==> src/rtl/voice_allocator.sv <==
// Voice allocator: assigns note-on/note-off events to a bank of oscillators.
// Each event is handled by a fixed-length state sequence, so every event takes the
// same number of cycles. A linear scan first finds a same-note voice, a free voice and
// the oldest voice. Note-on then uses a matching voice first, a free voice next, and
// steals the oldest voice last.
module voice_allocator #(
    parameter int unsigned N_VOICES   = 16,
    parameter int unsigned FREQ_WIDTH = 32,
    parameter int unsigned NOTE_WIDTH = 7,
    parameter int unsigned AGE_WIDTH  = 16
) (
    input  logic                                 clk,
    input  logic                                 rst,
    input  logic                                 ev_valid,
    output logic                                 ev_ready,
    input  logic                                 ev_on,
    input  logic [NOTE_WIDTH-1:0]                ev_note,
    input  logic [FREQ_WIDTH-1:0]                ev_freq,
    output logic [N_VOICES-1:0][7:0]             voice_cmds,
    output logic [N_VOICES-1:0][FREQ_WIDTH-1:0]  voice_freq,
    output logic signed [31:0]                   num_enabled,
    output logic                                 stolen
);

    localparam int unsigned IdxW = (N_VOICES > 1) ? $clog2(N_VOICES) : 1;
    localparam int unsigned CntW = $clog2(N_VOICES + 3);

    typedef enum logic [2:0] {StIdle, StScan, StTrig, StArm, StRel, StWait} state_e;

    state_e                             state_q, state_d;
    logic [CntW-1:0]                    cyc_q, cyc_d;
    logic                               ev_on_q, ev_on_d;
    logic [NOTE_WIDTH-1:0]              ev_note_q, ev_note_d;
    logic [FREQ_WIDTH-1:0]              ev_freq_q, ev_freq_d;
    logic                               match_found_q, match_found_d;
    logic [IdxW-1:0]                    match_idx_q, match_idx_d;
    logic                               free_found_q, free_found_d;
    logic [IdxW-1:0]                    free_idx_q, free_idx_d;
    logic [IdxW-1:0]                    old_idx_q, old_idx_d;
    logic [AGE_WIDTH-1:0]               old_age_q, old_age_d;
    logic [N_VOICES-1:0]                rel_mask_q, rel_mask_d;
    logic [IdxW-1:0]                    tgt_q, tgt_d;
    logic [N_VOICES-1:0][7:0]           cmds_q, cmds_d;
    logic [N_VOICES-1:0][FREQ_WIDTH-1:0] freq_q, freq_d;
    logic [N_VOICES-1:0][NOTE_WIDTH-1:0] note_q, note_d;
    logic [N_VOICES-1:0][AGE_WIDTH-1:0] age_q, age_d;
    logic [31:0]                        num_q, num_d;
    logic                               stolen_q, stolen_d;
    logic                               ev_ready_q, ev_ready_d;

    logic [IdxW-1:0]                    scan_idx;
    logic                               scan_en, scan_hit;
    logic [IdxW-1:0]                    tgt;

    // Popcount of ENABLE bits of the current registered cmds; registered next edge.
    always_comb begin
        num_d = '0;
        for (int i = 0; i < N_VOICES; i++) begin
            num_d = num_d + 32'(cmds_q[i][1]);
        end
    end

    // Next-state logic for the event sequencer and all voice state.
    always_comb begin
        state_d       = state_q;
        cyc_d         = cyc_q;
        ev_on_d       = ev_on_q;
        ev_note_d     = ev_note_q;
        ev_freq_d     = ev_freq_q;
        match_found_d = match_found_q;
        match_idx_d   = match_idx_q;
        free_found_d  = free_found_q;
        free_idx_d    = free_idx_q;
        old_idx_d     = old_idx_q;
        old_age_d     = old_age_q;
        rel_mask_d    = rel_mask_q;
        tgt_d         = tgt_q;
        cmds_d        = cmds_q;
        freq_d        = freq_q;
        note_d        = note_q;
        age_d         = age_q;
        stolen_d      = 1'b0;
        ev_ready_d    = ev_ready_q;
        scan_idx      = cyc_q[IdxW-1:0];
        scan_en       = cmds_q[scan_idx][1];
        scan_hit      = scan_en && (note_q[scan_idx] == ev_note_q);
        tgt           = match_found_q ? match_idx_q : (free_found_q ? free_idx_q : old_idx_q);

        unique case (state_q)
            StIdle: begin
                if (ev_valid && ev_ready_q) begin
                    ev_on_d       = ev_on;
                    ev_note_d     = ev_note;
                    ev_freq_d     = ev_freq;
                    cyc_d         = '0;
                    match_found_d = 1'b0;
                    free_found_d  = 1'b0;
                    old_idx_d     = '0;
                    old_age_d     = '0;
                    rel_mask_d    = '0;
                    ev_ready_d    = 1'b0;
                    state_d       = StScan;
                end
            end
            StScan: begin
                cyc_d = cyc_q + CntW'(1);
                if (scan_hit && !match_found_q) begin
                    match_found_d = 1'b1;
                    match_idx_d   = scan_idx;
                end
                if (!scan_en && !free_found_q) begin
                    free_found_d = 1'b1;
                    free_idx_d   = scan_idx;
                end
                // Strict '>' keeps the lowest index on equal ages.
                if (cyc_q == '0 || age_q[scan_idx] > old_age_q) begin
                    old_idx_d = scan_idx;
                    old_age_d = age_q[scan_idx];
                end
                rel_mask_d[scan_idx] = scan_hit;
                if (cyc_q == CntW'(N_VOICES - 1)) begin
                    state_d = ev_on_q ? StTrig : StRel;
                end
            end
            StTrig: begin
                cyc_d    = cyc_q + CntW'(1);
                tgt_d    = tgt;
                stolen_d = !match_found_q && !free_found_q;
                for (int i = 0; i < N_VOICES; i++) begin
                    if (IdxW'(i) == tgt) begin
                        cmds_d[i] = 8'b11;
                        freq_d[i] = ev_freq_q;
                        note_d[i] = ev_note_q;
                        age_d[i]  = '0;
                    end else if (cmds_q[i][1] && age_q[i] != '1) begin
                        age_d[i] = age_q[i] + AGE_WIDTH'(1);
                    end
                end
                state_d = StArm;
            end
            StArm: begin
                cyc_d          = cyc_q + CntW'(1);
                cmds_d[tgt_q]  = 8'b10;
                state_d        = StWait;
            end
            StRel: begin
                cyc_d = cyc_q + CntW'(1);
                for (int i = 0; i < N_VOICES; i++) begin
                    if (rel_mask_q[i]) begin
                        cmds_d[i] = 8'b0;
                    end
                end
                state_d = StWait;
            end
            StWait: begin
                // Pads both paths so the next event is accepted at a fixed latency.
                cyc_d = cyc_q + CntW'(1);
                if (cyc_q == CntW'(N_VOICES + 2)) begin
                    ev_ready_d = 1'b1;
                    state_d    = StIdle;
                end
            end
            default: begin
                ev_ready_d = 1'b1;
                state_d    = StIdle;
            end
        endcase
    end

    // State register with synchronous reset; reset discards any event in flight.
    always_ff @(posedge clk) begin
        if (rst) begin
            state_q       <= StIdle;
            cyc_q         <= '0;
            ev_on_q       <= 1'b0;
            ev_note_q     <= '0;
            ev_freq_q     <= '0;
            match_found_q <= 1'b0;
            match_idx_q   <= '0;
            free_found_q  <= 1'b0;
            free_idx_q    <= '0;
            old_idx_q     <= '0;
            old_age_q     <= '0;
            rel_mask_q    <= '0;
            tgt_q         <= '0;
            cmds_q        <= '0;
            freq_q        <= '0;
            note_q        <= '0;
            age_q         <= '0;
            num_q         <= '0;
            stolen_q      <= 1'b0;
            ev_ready_q    <= 1'b1;
        end else begin
            state_q       <= state_d;
            cyc_q         <= cyc_d;
            ev_on_q       <= ev_on_d;
            ev_note_q     <= ev_note_d;
            ev_freq_q     <= ev_freq_d;
            match_found_q <= match_found_d;
            match_idx_q   <= match_idx_d;
            free_found_q  <= free_found_d;
            free_idx_q    <= free_idx_d;
            old_idx_q     <= old_idx_d;
            old_age_q     <= old_age_d;
            rel_mask_q    <= rel_mask_d;
            tgt_q         <= tgt_d;
            cmds_q        <= cmds_d;
            freq_q        <= freq_d;
            note_q        <= note_d;
            age_q         <= age_d;
            num_q         <= num_d;
            stolen_q      <= stolen_d;
            ev_ready_q    <= ev_ready_d;
        end
    end

    assign ev_ready    = ev_ready_q;
    assign voice_cmds  = cmds_q;
    assign voice_freq  = freq_q;
    assign num_enabled = signed'(num_q);
    assign stolen      = stolen_q;

endmodule
==> config.mk <==
export PLATFORM = sky130hd
export DESIGN_NAME = voice_allocator
export DESIGN_NICKNAME = d
export VERILOG_FILES = /design/src/rtl/voice_allocator.sv
export SDC_FILE = /design/constraint.sdc
export NUM_CORES = 2
export LEC_CHECK = 0
export ABC_CLOCK_PERIOD_IN_PS = 6120
export CORE_UTILIZATION = 25
export DETAILED_ROUTE_END_ITERATION = 8
export GPL_TIMING_DRIVEN = 0
export PLACE_DENSITY = 0.42
export SKIP_CTS_REPAIR_TIMING = 1
export SYNTH_ARGS = -nofsm -noshare
export SYNTH_HDL_FRONTEND = slang
export SYNTH_SLANG_ARGS = --single-unit
==> constraint.sdc <==
create_clock -name clk -period 6.12 [get_ports clk]
set_clock_uncertainty 0.2 [all_clocks]
set_input_delay 1.224 -clock clk [delete_from_list [all_inputs] [get_ports clk]]
set_output_delay 1.224 -clock clk [all_outputs]
set_load 0.1 [all_outputs]
==> impl_results.rst <==
.. list-table::
   :header-rows: 1

   * - Metric
     - Value
   * - I/O pin count
     - 717
   * - Minimum setup slack among reg-to-reg paths
     - 370 ps
   * - Primary flip-flop cell chosen by synthesis mapping
     - sky130_fd_sc_hd__dfxtp_1
   * - Detailed-route wire length per cell
     - 25.09 um
   * - Buf/Inv on CP
     - 4
   * - Port-buffer cells
     - 689
   * - EDFF count, synth
     - 0
   * - Result of the run
     - completed
   * - Overall track demand over capacity in global routing
     - 23.18%
   * - Worst slew margin
     - 2.128%
   * - Total global routing overflow
     - 0
   * - Standby leakage power
     - 0.01979 uW
   * - Count of cell instances traversed by the critical path
     - 14
   * - Critical Path Source
     - cyc_q[1]$_SDFFE_PP0P_
   * - Flops & latches, synth
     - 1113
   * - Classification of the worst setup path
     - reg -> reg
   * - Number of standard-cell rows in the floorplan
     - 156
   * - Synth cell types
     - 72
   * - Number of remaining DRC errors
     - 0
   * - Post-synth ARST share
     - 0%
   * - Transition time at the pin with the least slew margin
     - 1455 ps
   * - Final setup viols
     - 0
   * - Cells taking the most area after synthesis
     - sky130_fd_sc_hd__dfxtp_1 (49%), sky130_fd_sc_hd__nand2_1 (12%), sky130_fd_sc_hd__a21oi_1 (8.6%)
   * - DP HPWL
     - 169300 um
   * - CP endpoint
     - old_idx_q[0]$_SDFFE_PP0P_
   * - H-tree Lvls
     - 4
   * - Final net count
     - 6394
   * - Setup repair after global routing missed its margin
     - false
   * - Min-Delay Path Class
     - reg -> reg
   * - Capture instance of the worst register-to-register path
     - old_idx_q[0]$_SDFFE_PP0P_
   * - Clock transition at path regs
     - 60 ps
   * - Number of detailed-routing iterations run before antenna repair
     - 5
   * - Final Slew Violations
     - 0
   * - Initial antenna violation count
     - 15
   * - Least setup slack across all paths after layout
     - 372.1 ps
   * - Shortest period the worst path allows
     - 5748 ps
   * - DRC marker count from the first detailed-route iteration
     - 3299
   * - Share of synthesized area occupied by flip-flops and latches
     - 48.69%
   * - Dominant cell type by area after synthesis
     - sky130_fd_sc_hd__dfxtp_1
   * - Critical Path Sink Type
     - flop
   * - Warnings from Yosys
     - 0
   * - Final Instance Count excl. Fillers
     - 8784
   * - Power per cell area
     - 274.9 nW/um2
   * - Die area
     - 184800 um2
   * - Maximum buffer depth of the clock tree
     - 3
   * - Post-Route Setup TNS
     - 0 ps
   * - Die height
     - 429.9 um
   * - Starting density of the core
     - 25.24%
   * - Ordered cell list for the critical path
     - buf_6 -> buf_2 -> buf_1 -> mux4_2 -> mux4_2 -> ha_1 -> and2_1 -> nand3_1 -> o311ai_0 -> a31oi_1 -> a211oi_1 -> clkbuf_1 -> nand3_1 -> a21oi_1
   * - TritonCTS Sinks
     - 1113
   * - Average via count per standard cell
     - 4.820
   * - Total wire length after detailed routing
     - 220400 um
   * - Share of post-route cells with drive strength above 1
     - 6.879%
   * - Commonest non-fill, non-tap cell in the layout
     - sky130_fd_sc_hd__nand2_1
   * - Vias in the first global route
     - 39994
   * - Source of the worst register-to-register timing path
     - cyc_q[1]$_SDFFE_PP0P_
   * - F_max
     - 0.1740 GHz
   * - Wire length of the first global-routing pass
     - 308300 um
   * - Max-cap violation count
     - 0
   * - Clock tree from TritonCTS
     - done
   * - Vias after detailed routing
     - 42341
   * - CP arrival
     - 6250 ps
   * - Maximum VDD drop
     - 160.5 uV
   * - Slowest CP cell
     - sky130_fd_sc_hd__buf_1
   * - Post-Synthesis Cells
     - 5435
   * - Commonest non-fill, non-tap cells in the layout
     - sky130_fd_sc_hd__nand2_1 (1478), sky130_fd_sc_hd__dfxtp_1 (1113), sky130_fd_sc_hd__a21oi_1 (784)
   * - Data required, critical path
     - 6630 ps
   * - Post-Syn Area
     - 45770 um2
   * - Startpoint Class
     - flop
   * - Highest fanout seen on the critical path
     - 19
   * - Post-placement worst setup slack
     - 70.09 ps
   * - Clock tree root buffer cell
     - sky130_fd_sc_hd__clkbuf_16
   * - Share of the cycle needed by the critical path after routing
     - 93.92%
   * - Area growth syn-to-layout
     - 32.65%
   * - Cell Count Post-Placement
     - 8531
   * - Post-synthesis area per instance
     - 8.421 um2
   * - Largest net degree at the start of global routing
     - 17
   * - Die span in x
     - 429.9 um
   * - Slowest stage delay, CP
     - 660 ps
   * - Clk Latency, worst-skew pair
     - 800 ps
   * - Final Hold Fails
     - 0
   * - Worst Reg2Reg Path Length in Cells
     - 14
   * - Category of cells accounting for the largest share of critical-path delay
     - buffers and inverters
   * - Portion of synthesized cell area occupied by the leading cell type
     - 48.69%
   * - Number of CTS-inserted buffers
     - 137
   * - Count of nets left with antenna violations after detail routing
     - 0
   * - Placer congestion estimate
     - 0.8981
   * - Placeable core region
     - 181300 um2
[layout make-up]
cell class	count	area (um2)
fill	18936	120600
inverter	64	240.2
sequential	1113	22280
clock buffer	201	4114
buffer	440	1829
multi-input combinational	3843	21610
antenna	3	7.507
clock inverter	50	671.9
timing repair buffer	700	6987
tap	2370	2965
[synthesized netlist by cell type (all sizes together) (5+ instances only)]
library cell and count:
nand2 1478, dfxtp 1113, a21oi 784, clkbuf 363, nor2 351, and2 122
xnor2 110, mux4 101, nand3 98, xor2 91, buf 78, nand4 68
inv 64, nand2b 60, o21ai 56, nor3 51, mux2i 48, ha 42
and4 40, and3 36, or3 31, nor4 29, nor2b 23, a22oi 20
a22o 19, nor3b 18, a221oi 15, a41o 13, a41oi 12, fa 10
or4 9, a211oi 8, a2111oi 6, a21o 6, a31oi 6, mux2 6
o211ai 6, o21a 5, o311ai 5
[worst reg2reg max path: stages, from the launching register on]
cell and delay (ps):
sky130_fd_sc_hd__dfxtp_1 590, sky130_fd_sc_hd__buf_6 260, sky130_fd_sc_hd__buf_2 630, sky130_fd_sc_hd__buf_1 690, sky130_fd_sc_hd__mux4_2 470, sky130_fd_sc_hd__mux4_2 520, sky130_fd_sc_hd__ha_1 310, sky130_fd_sc_hd__and2_1 190
sky130_fd_sc_hd__nand3_1 110, sky130_fd_sc_hd__o311ai_0 380, sky130_fd_sc_hd__a31oi_1 110, sky130_fd_sc_hd__a211oi_1 410, sky130_fd_sc_hd__clkbuf_1 500, sky130_fd_sc_hd__nand3_1 140, sky130_fd_sc_hd__a21oi_1 170
[logic make-up after synthesis]
logic type	after synthesis	share of synthesized area, %
buf+inv	505	4.514
simple gates	2427	23.29
compound gates	981	11.86
xor+xnor	201	3.863
fa+ha+maj	52	1.586
flops	1113	48.69
mux	155	6.192
other cells	1	0.008194
[stage by stage]
| step | util (%) | cell area, um2 | total power, uW | hold slack, ps |
|---|---|---|---|---|
| finish | 33.48 | 60710 | 16690 | 251.0 |
| global route | 33.48 | 60700 | 17180 | 263.3 |
| CTS | 33.47 | 60700 | 16860 | 252.5 |
| detailed placement | 30.84 | 55910 | 8184 | 242.7 |
| global placement | 30.73 | 55730 | 8183 | 237.8 |
| floorplan | - | 45860 | 7850 | 231.5 |
[worst min path at each step]
| stage | start | endpoint | slack, ps | depth (start not counted) |
|---|---|---|---|---|
| after global placement | note_q[82]$_SDFFE_PP0P_ | note_q[82]$_SDFFE_PP0P_ | 240 | 2 |
| final | note_q[111]$_SDFFE_PP0P_ | note_q[111]$_SDFFE_PP0P_ | 250 | 2 |
| after detailed placement | voice_cmds[127]$_SDFFE_PP0P_ | voice_cmds[127]$_SDFFE_PP0P_ | 240 | 1 |
| after global routing | voice_freq[95]$_SDFFE_PP0P_ | voice_freq[95]$_SDFFE_PP0P_ | 260 | 2 |
| after CTS | note_q[99]$_SDFFE_PP0P_ | note_q[99]$_SDFFE_PP0P_ | 250 | 2 |
| after floorplan | note_q[19]$_SDFFE_PP0P_ | note_q[19]$_SDFFE_PP0P_ | 230 | 2 |
[metal layers]
metal | up-vias | share of wire, % | track usage, %
met5 | - | 0.034 | 0
met4 | 12 | 3.5 | 8.390
met3 | 304 | 6.9 | 5.488
met2 | 1366 | 48 | 38.98
met1 | 20724 | 41 | 28.68
li1 | 19935 | - | -
[sequential cells by signal, summed over array words and instances, names as in the netlist, 4 cells and up]
name,count
note_q,112
old_age_q,16
cyc_q,5
match_idx_q,4
old_idx_q,4
voice_freq,512
voice_cmds,128
ev_note_q,7
ev_freq_q,32
free_idx_q,4
age_q,256
tgt_q,4
num_enabled,5
rel_mask_q,16
[report_power, final]
part           switching (uW)  internal [uW]
combinational             589            155
sequential               8.73           7260
clock                    3510           5160
No activity file was read; power rests on OpenSTA's default activity.
